[config.mk]
export PLATFORM = sky130hd
export DESIGN_NAME = noc_ejection_sink_flat
export DESIGN_NICKNAME = d
export VERILOG_FILES = /design/src/rtl/noc_ejection_sink_pkg.sv /design/src/rtl/noc_ejection_sink_if.sv /design/src/rtl/noc_ejection_sink_fifo.sv /design/src/rtl/noc_ejection_sink.sv /design/src/flat_wrapper.sv
export SDC_FILE = /design/constraint.sdc
export NUM_CORES = 1
export LEC_CHECK = 0
export ABC_CLOCK_PERIOD_IN_PS = 9900
export CAP_MARGIN = 20
export CORE_ASPECT_RATIO = 0.8
export CORE_MARGIN = 2
export CORE_UTILIZATION = 25
export CTS_CLUSTER_DIAMETER = 200
export DETAILED_ROUTE_END_ITERATION = 8
export PLACE_DENSITY = 0.55
export SYNTH_ARGS = -nofsm -noshare
export SYNTH_HDL_FRONTEND = slang
export SYNTH_SLANG_ARGS = --single-unit
[constraint.sdc]
create_clock -name clk -period 9.9 [get_ports clk]
set_input_delay 1.485 -clock clk [delete_from_list [all_inputs] [get_ports clk]]
set_output_delay 1.485 -clock clk [all_outputs]
set_load 0.03 [all_outputs]
[src/rtl/noc_ejection_sink_pkg.sv]
// Shared router/ejection types: flit format, tile coordinates, port indices,
// flit-type encoding and the ejection checker state.
package noc_ejection_sink_pkg;

    localparam int unsigned COORD_W   = 4;
    localparam int unsigned PAYLOAD_W = 32;

    // Router port indices
    localparam int unsigned LOCAL_PORT = 0;
    localparam int unsigned NORTH_PORT = 1;
    localparam int unsigned EAST_PORT  = 2;
    localparam int unsigned SOUTH_PORT = 3;
    localparam int unsigned WEST_PORT  = 4;

    typedef struct packed {
        logic [COORD_W-1:0] xaddr;
        logic [COORD_W-1:0] yaddr;
    } router_conf_t;

    typedef enum logic [1:0] {
        HEAD      = 2'd0,
        BODY      = 2'd1,
        TAIL      = 2'd2,
        HEAD_TAIL = 2'd3
    } flit_type_t;

    typedef struct packed {
        flit_type_t             ftype;
        router_conf_t           dst;
        router_conf_t           src;
        logic [PAYLOAD_W-1:0]   payload;
    } FLIT_t;

    typedef enum logic {
        IDLE   = 1'b0,
        IN_PKT = 1'b1
    } sink_state_t;

    function automatic flit_type_t flit_type(input FLIT_t f);
        return f.ftype;
    endfunction

    // HEAD and HEAD_TAIL both open a packet
    function automatic logic flit_is_head(input FLIT_t f);
        return (f.ftype == HEAD) || (f.ftype == HEAD_TAIL);
    endfunction

endpackage

[src/rtl/noc_ejection_sink_if.sv]
// Router local downstream req/ack link into the ejection sink.
//   i_flit    : flit payload (router -> sink)
//   i_rec_req : flit valid   (router -> sink)
//   o_rec_ack : sink can accept (sink -> router)
interface noc_ejection_sink_if;
    import noc_ejection_sink_pkg::*;

    FLIT_t i_flit;
    logic  i_rec_req;
    logic  o_rec_ack;

    modport master (output i_flit, output i_rec_req, input  o_rec_ack);
    modport slave  (input  i_flit, input  i_rec_req, output o_rec_ack);
endinterface

[src/rtl/noc_ejection_sink_fifo.sv]
// Synchronous FIFO with registered occupancy; full/empty decode the count.
// Ports: clk, reset_n (async active-low), push_i/din_i write side,
// pop_i/dout_o read side (dout_o shows the head entry), count_o, full_o, empty_o.
// Push while full and pop while empty are ignored. DEPTH must be a power of two >= 2.
module noc_ejection_sink_fifo #(
    parameter int unsigned WIDTH = 8,
    parameter int unsigned DEPTH = 4
) (
    input  logic                       clk,
    input  logic                       reset_n,
    input  logic                       push_i,
    input  logic [WIDTH-1:0]           din_i,
    input  logic                       pop_i,
    output logic [WIDTH-1:0]           dout_o,
    output logic [$clog2(DEPTH):0]     count_o,
    output logic                       full_o,
    output logic                       empty_o
);
    localparam int unsigned PTR_W = $clog2(DEPTH);
    localparam int unsigned OCC_W = PTR_W + 1;

    logic [WIDTH-1:0] mem_q [DEPTH];
    logic [PTR_W-1:0] wr_ptr_q, rd_ptr_q;
    logic [OCC_W-1:0] count_q, count_d;
    logic             do_push, do_pop;

    assign full_o  = (count_q == OCC_W'(DEPTH));
    assign empty_o = (count_q == '0);
    assign do_push = push_i && !full_o;
    assign do_pop  = pop_i && !empty_o;
    assign count_d = count_q + OCC_W'(do_push) - OCC_W'(do_pop);
    assign count_o = count_q;
    assign dout_o  = mem_q[rd_ptr_q];

    // Pointers and occupancy
    always_ff @(posedge clk or negedge reset_n) begin
        if (!reset_n) begin
            wr_ptr_q <= '0;
            rd_ptr_q <= '0;
            count_q  <= '0;
        end else begin
            if (do_push) wr_ptr_q <= wr_ptr_q + PTR_W'(1);
            if (do_pop)  rd_ptr_q <= rd_ptr_q + PTR_W'(1);
            count_q <= count_d;
        end
    end

    // Storage needs no reset; occupancy guards every read
    always_ff @(posedge clk) begin
        if (do_push) mem_q[wr_ptr_q] <= din_i;
    end

endmodule

[src/rtl/noc_ejection_sink.sv]
// Local-port ejection endpoint: buffers flits from the router, drains them
// under i_stall, checks framing/destination and keeps saturating statistics.
// Ports: clk, reset_n (async active-low); link (slave: i_flit, i_rec_req, o_rec_ack);
// i_stall (1 = no drain); o_pkt_done pulse; o_last_src; o_pkt_count, o_flit_count,
// o_err_seq, o_err_route counters; o_busy.
// Optional macro SINK_LATENCY_EN adds o_lat_sum / o_lat_max head-flit latency stats.
module noc_ejection_sink import noc_ejection_sink_pkg::*; #(
    parameter router_conf_t router_conf = '{xaddr: '0, yaddr: '0},
    parameter int unsigned  FIFO_DEPTH  = 4,
    parameter int unsigned  CNT_W       = 32
) (
    input  logic                  clk,
    input  logic                  reset_n,
    noc_ejection_sink_if.slave    link,
    input  logic                  i_stall,
    output logic                  o_pkt_done,
    output router_conf_t          o_last_src,
    output logic [CNT_W-1:0]      o_pkt_count,
    output logic [CNT_W-1:0]      o_flit_count,
    output logic [CNT_W-1:0]      o_err_seq,
    output logic [CNT_W-1:0]      o_err_route,
    output logic                  o_busy
`ifdef SINK_LATENCY_EN
   ,output logic [CNT_W+15:0]     o_lat_sum,
    output logic [CNT_W-1:0]      o_lat_max
`endif
);
    localparam int unsigned OCC_W = $clog2(FIFO_DEPTH) + 1;

    FLIT_t              pop_flit;
    logic [OCC_W-1:0]   fifo_count;
    logic               fifo_full, fifo_empty;
    logic               push_c, pop_c;

    sink_state_t        state_q, state_d;
    logic               head_c, seq_err_c, route_err_c, done_c;
    logic               pkt_err_q;
    router_conf_t       pkt_src_q;

    // Ack depends only on registered occupancy, never on i_rec_req
    assign link.o_rec_ack = !fifo_full;
    assign push_c         = link.i_rec_req && !fifo_full;
    assign pop_c          = !fifo_empty && !i_stall;
    assign o_busy         = (state_q == IN_PKT) || (fifo_count != '0);

    noc_ejection_sink_fifo #(
        .WIDTH ($bits(FLIT_t)),
        .DEPTH (FIFO_DEPTH)
    ) u_fifo (
        .clk     (clk),
        .reset_n (reset_n),
        .push_i  (push_c),
        .din_i   (link.i_flit),
        .pop_i   (pop_c),
        .dout_o  (pop_flit),
        .count_o (fifo_count),
        .full_o  (fifo_full),
        .empty_o (fifo_empty)
    );

    // Checker state register
    always_ff @(posedge clk or negedge reset_n) begin
        if (!reset_n) state_q <= IDLE;
        else          state_q <= state_d;
    end

    // Next state: any head restarts a packet, tail/head_tail closes it, body holds
    always_comb begin
        state_d = state_q;
        if (pop_c) begin
            unique case (pop_flit.ftype)
                HEAD:            state_d = IN_PKT;
                TAIL, HEAD_TAIL: state_d = IDLE;
                default:         ;
            endcase
        end
    end

    // Checker events for the popped flit
    always_comb begin
        head_c      = 1'b0;
        seq_err_c   = 1'b0;
        route_err_c = 1'b0;
        done_c      = 1'b0;
        if (pop_c) begin
            head_c      = flit_is_head(pop_flit);
            route_err_c = head_c && (pop_flit.dst != router_conf);
            unique case (state_q)
                IDLE:    seq_err_c = !head_c;
                IN_PKT:  seq_err_c = head_c;
                default: ;
            endcase
            unique case (pop_flit.ftype)
                HEAD_TAIL: done_c = !route_err_c;
                TAIL:      done_c = (state_q == IN_PKT) && !pkt_err_q;
                default:   ;
            endcase
        end
    end

    // Per-packet tracking and statistics; counters saturate
    always_ff @(posedge clk or negedge reset_n) begin
        if (!reset_n) begin
            pkt_err_q    <= 1'b0;
            pkt_src_q    <= '0;
            o_pkt_done   <= 1'b0;
            o_last_src   <= '0;
            o_pkt_count  <= '0;
            o_flit_count <= '0;
            o_err_seq    <= '0;
            o_err_route  <= '0;
        end else begin
            o_pkt_done <= done_c;
            if (head_c) begin
                pkt_err_q <= route_err_c;
                pkt_src_q <= pop_flit.src;
            end
            if (done_c) begin
                o_last_src <= (pop_flit.ftype == HEAD_TAIL) ? pop_flit.src : pkt_src_q;
            end
            if (done_c && (o_pkt_count != '1))   o_pkt_count  <= o_pkt_count + CNT_W'(1);
            if (pop_c && (o_flit_count != '1))   o_flit_count <= o_flit_count + CNT_W'(1);
            if (seq_err_c && (o_err_seq != '1))  o_err_seq    <= o_err_seq + CNT_W'(1);
            if (route_err_c && (o_err_route != '1)) o_err_route <= o_err_route + CNT_W'(1);
        end
    end

`ifdef SINK_LATENCY_EN
    localparam int unsigned LSUM_W = CNT_W + 16;
    localparam int unsigned LSUM_X = LSUM_W + 1;

    logic [CNT_W-1:0]  cyc_q;
    logic [CNT_W-1:0]  lat_c;
    logic [LSUM_W:0]   lat_sum_ext_c;

    // Head payload carries the injection cycle; difference wraps modulo 2^CNT_W
    assign lat_c         = cyc_q - pop_flit.payload[CNT_W-1:0];
    assign lat_sum_ext_c = {1'b0, o_lat_sum} + LSUM_X'(lat_c);

    always_ff @(posedge clk or negedge reset_n) begin
        if (!reset_n) begin
            cyc_q     <= '0;
            o_lat_sum <= '0;
            o_lat_max <= '0;
        end else begin
            cyc_q <= cyc_q + CNT_W'(1);
            if (head_c) begin
                o_lat_sum <= lat_sum_ext_c[LSUM_W] ? '1 : lat_sum_ext_c[LSUM_W-1:0];
                if (lat_c > o_lat_max) o_lat_max <= lat_c;
            end
        end
    end
`else
    logic unused_payload_c;
    assign unused_payload_c = ^pop_flit.payload;
`endif

endmodule
[src/flat_wrapper.sv]
// flat-port wrapper written by rule: the top's interface ports become plain ports
module noc_ejection_sink_flat import noc_ejection_sink_pkg::*;
#(
    parameter router_conf_t router_conf = '{xaddr: '0, yaddr: '0},
    parameter int unsigned  FIFO_DEPTH  = 4,
    parameter int unsigned  CNT_W       = 32
)
  (clk, reset_n, i_stall, o_pkt_done, o_last_src, o_pkt_count, o_flit_count, o_err_seq, o_err_route, o_busy, link_i_flit, link_i_rec_req, link_o_rec_ack);
  noc_ejection_sink_if link_i ();
  input  logic clk;
  input  logic reset_n;
  input  logic i_stall;
  output logic o_pkt_done;
  output router_conf_t o_last_src;
  output logic [CNT_W-1:0] o_pkt_count;
  output logic [CNT_W-1:0] o_flit_count;
  output logic [CNT_W-1:0] o_err_seq;
  output logic [CNT_W-1:0] o_err_route;
  output logic o_busy;
  input wire logic [$bits(link_i.i_flit)-1:0] link_i_flit;
  input wire logic [$bits(link_i.i_rec_req)-1:0] link_i_rec_req;
  output wire logic [$bits(link_i.o_rec_ack)-1:0] link_o_rec_ack;
  assign link_i.i_flit = link_i_flit;
  assign link_i.i_rec_req = link_i_rec_req;
  assign link_o_rec_ack = link_i.o_rec_ack;
  noc_ejection_sink #(.router_conf(router_conf), .FIFO_DEPTH(FIFO_DEPTH), .CNT_W(CNT_W)) u_core (.clk(clk), .reset_n(reset_n), .link(link_i), .i_stall(i_stall), .o_pkt_done(o_pkt_done), .o_last_src(o_last_src), .o_pkt_count(o_pkt_count), .o_flit_count(o_flit_count), .o_err_seq(o_err_seq), .o_err_route(o_err_route), .o_busy(o_busy));
endmodule
==> results.toml, run 1 <==
[sta]
worst_pin_slew_ps = 981
timing.final.crit_share_pct = 42.3
finalSetupViolCount = 0
relSlewSlack_pct = 34.1
tns_ps = 0
finalClockSkew_ps = 23.1
rsz0062_at_grt = "false"
finalMaxSlewViolations = 0
hold_viol_final = 0
finalCriticalPeriod_ps = 4190
hold-worst-slack_ps = 480
max_freq_ghz = 0.239

[logic_synthesis]
synth_fa_ha_area_share_pct = 1.83
synth_xor_area_share_pct = 11.2
synthArstFlopShare_pct = 68.1
yosysSeqAreaShare_pct = 60.4
synth_ff_type = "dfrtp_1"
syn-cell-area_um2 = 9970
ys_ff_latch = 226
yosysWarnings = 0
synthCells = 782
synth_fp_nets = 850
synth-edff-count = 72
yosys.area_share.simple_pct = 18.7
synth-compound-area-share_pct = 1.67
muxShareOfSynthArea_pct = 4.68
syn_avg_cell_area_um2 = 12.7
netlist-cell-type-count = 55
synth_top_family_by_area = "simple AND/OR/NAND/NOR gates"

[clock_tree]
clockRootBuffer = "clkbuf_16"
path_clk_slew_ps = 60
clock_path_buffers = 3
postCtsSetupRepairBufs = 0
numClockSinks = 226
cts_tree = "yes"
insertion_delay_ps = 550
cts_resized = 0
ctsHoldBuffers = 0
h-tree-depth = 1
cts-buffers-inserted = 26

[placed_design]
hpwlAfterDp_mm = 16.9
routabilityCongestion = 0.766
portBuffers = 160

[setup_path]
critPathSlowestCell = "dfrtp_1"
rrSetupSlack_ps = 5710
start_kind = "flop"
crit_path_max_fanout = 16
crit_required_ps = 10350
cp-end-kind = "flop"
cpPeakStageDelay_ps = 900
path_cells = "mux4_2 > ha_1 > xnor2_1 > nor4b_1 > and4_1 > o21ai_0 > nor3_1 > xor2_1"
critPathKind = "reg -> reg"
critical_path_arrival_ps = 4640

[detailed_routing]
drt_wl_total_mm = 23.9
wire_per_inst_um = 15.8
vias = 6723
postRouteAntennaNets = 0
first_pass_iters = 4
post-route-drc-count = 0
post_drt_via_cell_ratio = 4.45
drt-initial-drc-count = 386

[floorplan]
dieArea_um2 = 41500
die_h_um = 183
boundaryPins = 193
dieWidth_um = 227
core_area_um2 = 39400
row_count = 65
start_util_pct = 25.3

[grt]
overflow = 0
grt_start_max_net_pins = 83
grt_first_pass_wirelength_mm = 38.2
grt_antenna_before_repair = 1
grt_pass1_vias = 6796
grtUsageTotal_pct = 11.5

[finish]
final_common_cell = "clkdlybuf4s50_1"
mostFrequentLayoutCells = "159 x clkdlybuf4s50_1, 154 x dfrtp_1, 83 x xnor2_1, 72 x edfxtp_1, 65 x nand2_1"
n_antenna_cell = 0
drive_gt1_share_pct = 9.95
nNetsFinal = 1024
areaGrowthSynthToFinish_pct = 31.8

[run]
drv_cap = 0

[pwr]
powerDensity_nw_per_um2 = 247
peakVddDrop_v = 0.000140
leakage_nw = 5.05

[worst_hold_path]
hold_class = "reg -> reg"

[status]
status = "finished clean"
## synthesized netlist by cell type, types with 15 or more instances
| cell | number | area, um2 |
|---|---|---|
| and3_1 | 24 | 150 |
| xor2_1 | 44 | 385 |
| dfrtp_1 | 154 | 3850 |
| edfxtp_1 | 72 | 2160 |
| xnor2_1 | 83 | 727 |
| nand4_1 | 52 | 325 |
| nor3_1 | 20 | 100 |
| nand2_1 | 65 | 244 |
| nor2_1 | 33 | 124 |
| nand3_1 | 57 | 285 |
| nor4_1 | 18 | 113 |
| inv_1 | 15 | 56.3 |
## power by group
group          internal (mW)  total [mW]  switching (mW)
registers               1.14        1.28           0.139
clock network          0.667        1.07           0.400
logic                  0.361       0.899           0.538
total                   2.17        3.24            1.08
## worst paths after layout
path	to	start	cells after the start
worst max-delay path	u_core.o_err_seq[24]$_DFFE_PN0P_	u_core.u_fifo.rd_ptr_q[0]$_DFFE_PN0P_	8
worst min-delay path	u_core.o_last_src[1]$_DFFE_PN0P_	u_core.o_last_src[1]$_DFFE_PN0P_	2
worst max register to register	u_core.o_err_seq[24]$_DFFE_PN0P_	u_core.u_fifo.rd_ptr_q[0]$_DFFE_PN0P_	8
worst min register to register	u_core.o_last_src[1]$_DFFE_PN0P_	u_core.o_last_src[1]$_DFFE_PN0P_	2
max in group asynchronous	u_core.o_flit_count[0]$_DFFE_PN0P_	reset_n	2
min in group asynchronous	u_core.o_pkt_count[14]$_DFFE_PN0P_	reset_n	1
## metrics by stage
stage                     total power, mW  area [um2]  utilization (%)  cells  setup WS (ps)
final                                3.24       13100             33.4   1511           5710
after global routing                 3.43       13100             33.4   1511           5330
after CTS                            3.31       13100             33.3   1509           5640
after detailed placement             2.21       12200             30.9   1462           5600
after global placement               2.20       12200             30.9   1462           5610
after floorplan                      1.87        9970                -    782           6560
## routing by layer
metal	share of wire, %	wire, um	vias to the layer above	track usage [%]
met2	44	10400	151	17.6
met3	5.8	1380	30	2.64
met5	0.067	16	-	0
met1	48	11600	3329	16.5
li1	-	-	3211	-
met4	2.0	480	2	2.85
## area by class of cell
type | count | area, um2
repair buffers | 164 | 1630
flip-flops and latches | 226 | 6020
clock inverters | 15 | 241
clock buffers | 32 | 713
inverters | 16 | 61.3
fillers | 3940 | 26200
well taps | 536 | 671
multi-input cells | 522 | 3800
## flip-flops by register name, summed over array words and instances (netlist names)
| signal | cells |
|---|---|
| u_core.o_err_route | 32 |
| u_core.u_fifo.mem_q | 72 |
| u_core.state_q | 1 |
| u_core.o_pkt_done | 1 |
| u_core.o_err_seq | 32 |
| u_core.pkt_src_q | 8 |
| u_core.u_fifo.wr_ptr_q | 2 |
| u_core.u_fifo.count_o | 3 |
| u_core.o_last_src | 8 |
| u_core.pkt_err_q | 1 |
| u_core.u_fifo.rd_ptr_q | 2 |
| u_core.o_flit_count | 32 |
| u_core.o_pkt_count | 32 |
## cells by family after synthesis
logic type	after synthesis
buffers and inverters	34
adder cells (fa/ha/maj)	14
flip-flops	226
AND/OR/NAND/NOR	326
multiplexers	32
XOR/XNOR	127
AO/OA/AOI/OAI	23
## worst max-delay path, delay by kind of cell (launching register included)
kind                     cells  cell delay [ps]
adder cells (fa/ha/maj)      1              420
AO/OA/AOI/OAI                1              240
XOR/XNOR                     2              570
AND/OR/NAND/NOR              3             1310
flip-flops                   1              900
multiplexers                 1              630
(Power assumes the default switching activity.)
==> inputs of run 2 (changes only) <==
ABC_CLOCK_PERIOD_IN_PS = 4300   (was 9900)
clock period = 4.3 ns   (was 9.9 ns; I/O delays follow)
==> run 2 against run 1 <==
Compared with the run above: sequential power grew 130%; worst hold slack lost 350 ps; non-clock buffer count grew 8; critical endpoint unchanged; largest cell class unchanged; largest power group unchanged.
==> results.toml, run 2 (synthesis results as in run 1) <==
[status]
status = "finished clean"

[grt]
overflow = 0
met3_usage_pct = 3.19
busiest_layer = "met2"
grtUsageTotal_pct = 11.8
grt_first_pass_wirelength_mm = 39.1
grtUsageMet2_pct = 17.7
grt_pass1_vias = 6871
grt_start_max_net_pins = 82
grt_antenna_before_repair = 2
use_met1_pct = 17.1

[setup_path]
start_kind = "flop"
critPathTopFamily = "simple AND/OR/NAND/NOR gates"
cp_num_buf_inv = 1
cpPeakStageDelay_ps = 760
ff2ff_path_depth = 9
crit_cells = 9
cp-startpoint = "u_core.u_fifo.rd_ptr_q[1]$_DFFE_PN0P_"
path_cells = "mux4_2 > ha_1 > xnor2_1 > nor4b_1 > buf_4 > and4_1 > o21ai_0 > nor3_1 > xor2_1"
crit_required_ps = 4770
critPathKind = "reg -> reg"
crit_path_max_fanout = 15
r2r-start = "u_core.u_fifo.rd_ptr_q[1]$_DFFE_PN0P_"
cp-end-kind = "flop"
critical_path_arrival_ps = 4000
critPathSlowestCell = "dfrtp_1"
reg2reg_to = "u_core.o_err_seq[24]$_DFFE_PN0P_"
rrSetupSlack_ps = 780

[sta]
max_freq_ghz = 0.284
relSlewSlack_pct = 33.0
finalClockSkew_ps = 11.3
worst_pin_slew_ps = 1010
finalMaxSlewViolations = 0
finalCriticalPeriod_ps = 3520
tns_ps = 0
rsz0062_at_grt = "false"
finalSetupViolCount = 0
timing.final.crit_share_pct = 81.9
hold_viol_final = 0
finalWorstSetupSlack_ps = 778

[finish]
nFillCells = 3951
n_antenna_cell = 0
regMostFlops = "u_core.u_fifo.mem_q"
final_common_cell = "clkdlybuf4s50_1"
drive_gt1_share_pct = 11.2
nNetsFinal = 1033
largest_register_ffs = 72
mostFrequentLayoutCells = "159 x clkdlybuf4s50_1, 154 x dfrtp_1, 83 x xnor2_1, 72 x edfxtp_1, 65 x nand2_1"
areaGrowthSynthToFinish_pct = 32.8

[placed_design]
hpwlAfterDp_mm = 17.0
place_ws_ps = 722
portBuffers = 160
routabilityCongestion = 0.766

[clock_tree]
ctsHoldBuffers = 0
postCtsSetupRepairBufs = 0
cts_resized = 0
path_clk_slew_ps = 60
clock_path_buffers = 3
cts-buffers-inserted = 27
insertion_delay_ps = 560
clockRootBuffer = "clkbuf_16"
numClockSinks = 226
h-tree-depth = 1
cts_tree = "yes"

[floorplan]
row_count = 65
start_util_pct = 25.3
die_h_um = 183
boundaryPins = 193
dieWidth_um = 227
core_area_um2 = 39400
dieArea_um2 = 41500

[detailed_routing]
drt_wl_total_mm = 24.3
post_drt_via_cell_ratio = 4.45
drt-initial-drc-count = 434
post-route-drc-count = 0
first_pass_iters = 5
wire_per_inst_um = 16.0
vias = 6778
postRouteAntennaNets = 0

[pwr]
seqPwrFrac_pct = 38.8
switching_share_pct = 33.6
intPower_mw = 5.01
clkPwrFrac_pct = 32.9
p_switching_mw = 2.54
leakage_nw = 5.12
powerDensity_nw_per_um2 = 571
peakVddDrop_v = 0.000332
pwr-share-comb_pct = 28.3

[run]
drv_cap = 0

[worst_hold_path]
hold_class = "in -> async"
[run 2: cell types whose count changed in the layout (fill, tap and decap cells not counted), sizes merged]
cell    delta
clkbuf     +4
buf        +9
inv        +1
bufinv     -2
clkinv     -1
[run 2: metrics by stage]
| step | instance area (um2) | cells | power (mW) | hold slack [ps] | util, % |
|---|---|---|---|---|---|
| 6_report | 13200 | 1522 | 7.55 | 129 | 33.6 |
| 5_1_grt | 13200 | 1522 | 7.98 | 185 | 33.6 |
| 4_1_cts | 13200 | 1521 | 7.69 | 153 | 33.6 |
| 3_5_place_dp | 12200 | 1471 | 5.15 | 472 | 31.1 |
| 3_3_place_gp | 12200 | 1471 | 5.12 | 469 | 31.1 |
| 2_1_floorplan | 9970 | 782 | 4.31 | 349 | - |
[run 2: routing by layer]
layer,share of wire [%],vias to the layer above,wire length [um]
met1,48,3344,11800
met4,1.7,4,416
li1,-,3227,-
met5,0.11,-,26
met2,43,171,10500
met3,6.6,32,1600
[run 2: worst max-delay path by stage]
stage / endpoint / slack, ps
final: u_core.o_err_seq[24]$_DFFE_PN0P_ / 780
after global routing: u_core.o_err_seq[24]$_DFFE_PN0P_ / 520
after floorplan: u_core.o_err_route[23]$_DFFE_PN0P_ / 960
after detailed placement: u_core.o_err_seq[24]$_DFFE_PN0P_ / 720
after CTS: u_core.o_err_seq[24]$_DFFE_PN0P_ / 680
after global placement: u_core.o_err_seq[24]$_DFFE_PN0P_ / 780
[run 2: power groups by stage]
stage          Combinational, mW  Sequential [mW]  Clock [mW]
2_1_floorplan               1.15             3.16           0
3_3_place_gp                2.15             2.97           0
3_5_place_dp                2.17             2.98           0
4_1_cts                     2.18             2.94        2.57
5_1_grt                     2.34             2.99        2.65
6_report                    2.14             2.93        2.48
[run 2: area by class of cell]
class                           count  area [um2]  area share, %
Clock buffer                       37         783           5.92
Multi-Input combinational cell    522        3800           28.7
Tap cell                          536         671           5.07
Timing Repair Buffer              172        1710           12.9
Clock inverter                     13         203           1.53
Inverter                           16        61.3          0.463
Sequential cell                   226        6020           45.4
==> patch 1, RTL diff (settings of run 1) <==
`FIFO_DEPTH` is set to 4 in 2 places; all go to 2.
--- a/src/rtl/noc_ejection_sink.sv
+++ b/src/rtl/noc_ejection_sink.sv
@@ -6,7 +6,7 @@
 // Optional macro SINK_LATENCY_EN adds o_lat_sum / o_lat_max head-flit latency stats.
 module noc_ejection_sink import noc_ejection_sink_pkg::*; #(
     parameter router_conf_t router_conf = '{xaddr: '0, yaddr: '0},
-    parameter int unsigned  FIFO_DEPTH  = 4,
+    parameter int unsigned  FIFO_DEPTH  = 2,
     parameter int unsigned  CNT_W       = 32
 ) (
     input  logic                  clk,
--- a/src/flat_wrapper.sv
+++ b/src/flat_wrapper.sv
@@ -2,7 +2,7 @@
 module noc_ejection_sink_flat import noc_ejection_sink_pkg::*;
 #(
     parameter router_conf_t router_conf = '{xaddr: '0, yaddr: '0},
-    parameter int unsigned  FIFO_DEPTH  = 4,
+    parameter int unsigned  FIFO_DEPTH  = 2,
     parameter int unsigned  CNT_W       = 32
 )
   (clk, reset_n, i_stall, o_pkt_done, o_last_src, o_pkt_count, o_flit_count, o_err_seq, o_err_route, o_busy, link_i_flit, link_i_rec_req, link_o_rec_ack);
Behaviour: not the same (Yosys sat finds a counterexample within 4 cycles, from zero or initial values and one cycle with reset_n low).
==> patch 1 against run 1 <==
Synthesized cell count decreased by 9.6%; setup slack got worse by 0.12 ns; total power is 29% lower; final cell count fell by 13%; sequential cell count down 39; clock skew decreased by 0.0081 ns; wire length decreased by 18%; area after synthesis decreased by 18%; via count fell by 15%; cell area shrank 17%; register-to-register slack better by 0.43 ns.
==> patch 1: results (changes against run 1) <==
| Metric | Value |
|---|---|
| Status | `finished, final reports clean (unchanged)` |
| Hold Slack | `0.489 ns (was 0.480 ns)` |
| Fraction of registers with async set/reset | `0.807 (was 0.681)` |
| R2r endpoint | `u_core.o_err_route[28] (was u_core.o_err_seq[24])` |
| Final nets | `941 (was 1024)` |
| WL met3 | `806 um (was 1380 um)` |
| M1 WL | `10100 um (was 11600 um)` |
| Multiplexer share of the synthesized area | `0.0175 (was 0.0468)` |
| Fraction of area in multi-input gates | `0.295 (was 0.289)` |
| Worst-skew pair later-pin latency | `0.44 ns (was 0.55 ns)` |
| Floorplan row count | `59 (was 65)` |
| Worst path max stage delay | `0.72 ns (was 0.90 ns)` |
| Vias in the first global route | `5649 (was 6796)` |
| GP Congestion | `0.739 (was 0.766)` |
| Vias post-DR | `5735 (was 6723)` |
| Fill cells | `3253 (was 3940)` |
| Min-delay src | `u_core.o_last_src[6] (was u_core.o_last_src[1])` |
| EDFF count, synth | `36 (was 72)` |
| Most frequent cells after synthesis | `dfrtp_1 (151), xnor2_1 (77), nand2_1 (64) (was dfrtp_1 (154), xnor2_1 (83), edfxtp_1 (72))` |
| Worst r2r src | `u_core.u_fifo.rd_ptr_q (was u_core.u_fifo.rd_ptr_q[0])` |
| GR Util met1 | `0.175 (was 0.165)` |
| Max FFs per register | `36 (was 72)` |
| P_leak | `4.54 nW (was 5.05 nW)` |
| Max Used Layer | `met4 (was met5)` |
| Non-Filler Instances | `1318 (was 1511)` |
| 1st-iter DRT viols | `211 (was 386)` |
| Metal2 WL | `8600 um (was 10400 um)` |
| Worst Hold End | `u_core.o_last_src[6] (was u_core.o_last_src[1])` |
| Routing usage on met3 | `0.0318 (was 0.0264)` |
| CLK BUF | `17 (was 32)` |
| Worst-path maximum fanout | `19 (was 16)` |
| Worst Path Arrival | `4.63 ns (was 4.64 ns)` |
-- patch 1: changes by cell type after synthesis, moves of 8 or more --
| cell | change |
|---|---|
| mux2_2 | -10 |
| mux4_2 | -10 |
| nor3_2 | -8 |
| nand3_1 | -9 |
| nor4_1 | -12 |
| nor2_1 | +26 |
| a21oi_1 | +15 |
| nor4_2 | -8 |
| edfxtp_1 | -36 |
| nand4_1 | -17 |
-- patch 1: worst max path at each step --
stage / start / to / slack (ns)
floorplan: i_stall / u_core.o_err_route[30] / 6.70
global placement: i_stall / u_core.o_err_route[30] / 5.05
global route: i_stall / u_core.o_err_route[30] / 5.34
finish: i_stall / u_core.o_err_route[28] / 5.59
detailed placement: i_stall / u_core.o_err_route[30] / 5.03
CTS: i_stall / u_core.o_err_route[30] / 5.51
-- patch 1: power by group --
group | switching [W] | internal [W]
Sequential | 0.000108 | 0.000912
Clock | 0.000343 | 0.000337
Combinational | 0.000363 | 0.000237
Total | 0.000814 | 0.00149
==> patch 2, RTL diff (config.mk and constraints of run 1) <==
Made on the original files. Register the output `o_pkt_count` once more, without a reset; this adds one clock of latency there. The other outputs are not delayed to match.
--- a/src/rtl/noc_ejection_sink.sv
+++ b/src/rtl/noc_ejection_sink.sv
@@ -26,6 +26,8 @@
 `endif
 );
     localparam int unsigned OCC_W = $clog2(FIFO_DEPTH) + 1;
+
+    logic [CNT_W-1:0] o_pkt_count_s0;
 
     FLIT_t              pop_flit;
     logic [OCC_W-1:0]   fifo_count;
@@ -105,7 +107,7 @@
             pkt_src_q    <= '0;
             o_pkt_done   <= 1'b0;
             o_last_src   <= '0;
-            o_pkt_count  <= '0;
+            o_pkt_count_s0 <= '0;
             o_flit_count <= '0;
             o_err_seq    <= '0;
             o_err_route  <= '0;
@@ -118,7 +120,7 @@
             if (done_c) begin
                 o_last_src <= (pop_flit.ftype == HEAD_TAIL) ? pop_flit.src : pkt_src_q;
             end
-            if (done_c && (o_pkt_count != '1))   o_pkt_count  <= o_pkt_count + CNT_W'(1);
+            if (done_c && (o_pkt_count_s0 != '1))   o_pkt_count_s0 <= o_pkt_count_s0 + CNT_W'(1);
             if (pop_c && (o_flit_count != '1))   o_flit_count <= o_flit_count + CNT_W'(1);
             if (seq_err_c && (o_err_seq != '1))  o_err_seq    <= o_err_seq + CNT_W'(1);
             if (route_err_c && (o_err_route != '1)) o_err_route <= o_err_route + CNT_W'(1);
@@ -155,4 +157,8 @@
     assign unused_payload_c = ^pop_flit.payload;
 `endif
 
+    always_ff @(posedge clk) begin
+        o_pkt_count <= o_pkt_count_s0;
+    end
+
 endmodule
Formal check against the unedited RTL: not equivalent (Yosys sat finds a counterexample within 4 cycles, from zero or initial values and one cycle with reset_n low).
==> patch 2 against run 1 <==
Total power rose by 6.4%; sequential cell count grew 32; wire length up 1.9%; clock skew decreased by 0.010 ns; setup slack gained 0.63 ns; fmax grew 18%; sequential share of layout area is 1.7 points higher; cell area rose by 6.7%; first-iteration DRC count fell by 14%; area after synthesis grew 7.1%.
==> patch 2: results (changes against run 1) <==
| Metric | Value |
|---|---|
| Status | `finished, final reports clean (unchanged)` |
| Fraction of registers with async set/reset | `0.597 (was 0.681)` |
| Sw Share | `0.318 (was 0.332)` |
| Largest net degree at the start of global routing | `66 (was 83)` |
| Fill cells | `4122 (was 3940)` |
| Synth top area cells | `dfrtp_1 (36%), edfxtp_1 (20%), xnor2_1 (6.9%) (was dfrtp_1 (39%), edfxtp_1 (22%), xnor2_1 (7.3%))` |
| Dpl ws | `6.16 ns (was 5.60 ns)` |
| Seq/Total Area, Yosys | `0.623 (was 0.604)` |
| Tcrit/Tclk final | `0.359 (was 0.423)` |
| Synthesized net count | `896 (was 850)` |
| Wire length of the first global-routing pass | `39200 um (was 38200 um)` |
| P_leak | `5.56 nW (was 5.05 nW)` |
| CTS buffer count | `30 (was 26)` |
| Clock Skew | `0.0131 ns (was 0.0231 ns)` |
| GP Congestion | `0.757 (was 0.766)` |
| Most frequent cells after synthesis | `dfrtp_1 (154), xnor2_1 (84), edfxtp_1 (72) (was dfrtp_1 (154), xnor2_1 (83), edfxtp_1 (72))` |
| Peak supply drop | `0.141 mV (was 0.140 mV)` |
| Worst Hold End | `u_core.o_pkt_count[30] (was u_core.o_last_src[1])` |
| Min-delay src | `u_core.o_pkt_count_s0[30] (was u_core.o_last_src[1])` |
| Post-DP HPWL | `17000 um (was 16900 um)` |
| WL per Instance | `15.4 um (was 15.8 um)` |
| 1st-iter DRT viols | `332 (was 386)` |
| Reg2reg setup slack | `6.34 ns (was 5.71 ns)` |
| Final nets | `1076 (was 1024)` |
| Vias in the first global route | `6813 (was 6796)` |
| Pre-antenna DRT Iters | `5 (was 4)` |
| Share of layout cells above drive strength 1 | `0.109 (was 0.0995)` |
| Vias per cell | `4.37 (was 4.45)` |
| Total global-route track usage | `0.110 (was 0.115)` |
==> patch 2: cell types whose count changed after synthesis, moves of 3 or more <==
cell	before	now
and4_1	13	8
buf_1	3	0
dfxtp_1	0	32
inv_1	15	26
mux2_2	13	9
nand4_1	52	45
nand4_2	0	3
nor2_1	33	43
nor3_1	20	24
nor3_2	8	1
nor4_2	8	3
nor4b_2	0	3
o21ai_1	0	4
==> patch 2: worst max path at each step <==
stage	startpoint	endpoint	slack (ns)	cells past startpoint
2_1_floorplan	u_core.u_fifo.rd_ptr_q[0]	u_core.o_err_seq[31]	6.89	10
5_1_grt	u_core.u_fifo.rd_ptr_q[0]	u_core.o_err_seq[31]	5.97	9
4_1_cts	u_core.u_fifo.rd_ptr_q[0]	u_core.o_err_seq[31]	6.24	8
3_3_place_gp	i_stall	u_core.o_pkt_count_s0[3]	6.17	8
6_report	u_core.u_fifo.rd_ptr_q[0]	u_core.o_err_seq[31]	6.34	8
3_5_place_dp	i_stall	u_core.o_pkt_count_s0[3]	6.16	8
==> patch 2: logic make-up (layout without fill, tap and decap cells) <==
kind of cell             count (synthesis)  after routing  share of synthesized area
adder cells (fa/ha/maj)                 14             14                     0.0171
AND/OR/NAND/NOR                        330            330                      0.179
buffers and inverters                   44            248                     0.0184
AO/OA/AOI/OAI                           23             23                     0.0142
XOR/XNOR                               128            128                      0.105
flip-flops                             258            258                      0.623
multiplexers                            31             31                     0.0425
==> patch 2: worst register-to-register path: stages (launching register included) <==
cell,delay [ns]
dfrtp_1,0.89
mux4_2,0.64
ha_1,0.36
xor2_1,0.21
nor3_2,0.36
nand2_1,0.24
a2111oi_4,0.41
nand4_1,0.17
xnor2_1,0.15
==> patch 2: metrics by stage <==
step | util | std cells | area (um2)
finish | 0.334 | 1584 | 14000
global route | 0.334 | 1584 | 14000
CTS | 0.334 | 1584 | 14000
floorplan | - | 828 | 10700
global placement | 0.308 | 1528 | 12900
detailed placement | 0.308 | 1528 | 12900
==> patch 2: power groups by stage <==
stage	logic, W	clock network (W)	registers, W
6_report	0.000849	0.00120	0.00140
2_1_floorplan	0.000478	0	0.00148
3_5_place_dp	0.000870	0	0.00142
5_1_grt	0.000935	0.00129	0.00142
3_3_place_gp	0.000856	0	0.00141
4_1_cts	0.000871	0.00125	0.00140
==> patch 2: final cells by class <==
type / instances / share of cell area
repair buffers: 165 / 0.117
inverters: 27 / 0.00741
multi-input cells: 526 / 0.273
flip-flops and latches: 258 / 0.475
clock inverters: 21 / 0.0196
clock buffers: 35 / 0.0586
well taps: 552 / 0.0493
==> patch 2: routing by layer <==
layer	global-route usage	vias up	part of all wire	routed length [um]
met2	0.162	121	0.44	10600
met4	0.0341	2	0.029	718
met5	0	-	0.00041	10
li1	-	3340	-	-
met3	0.0242	43	0.045	1100
met1	0.159	3413	0.49	11900
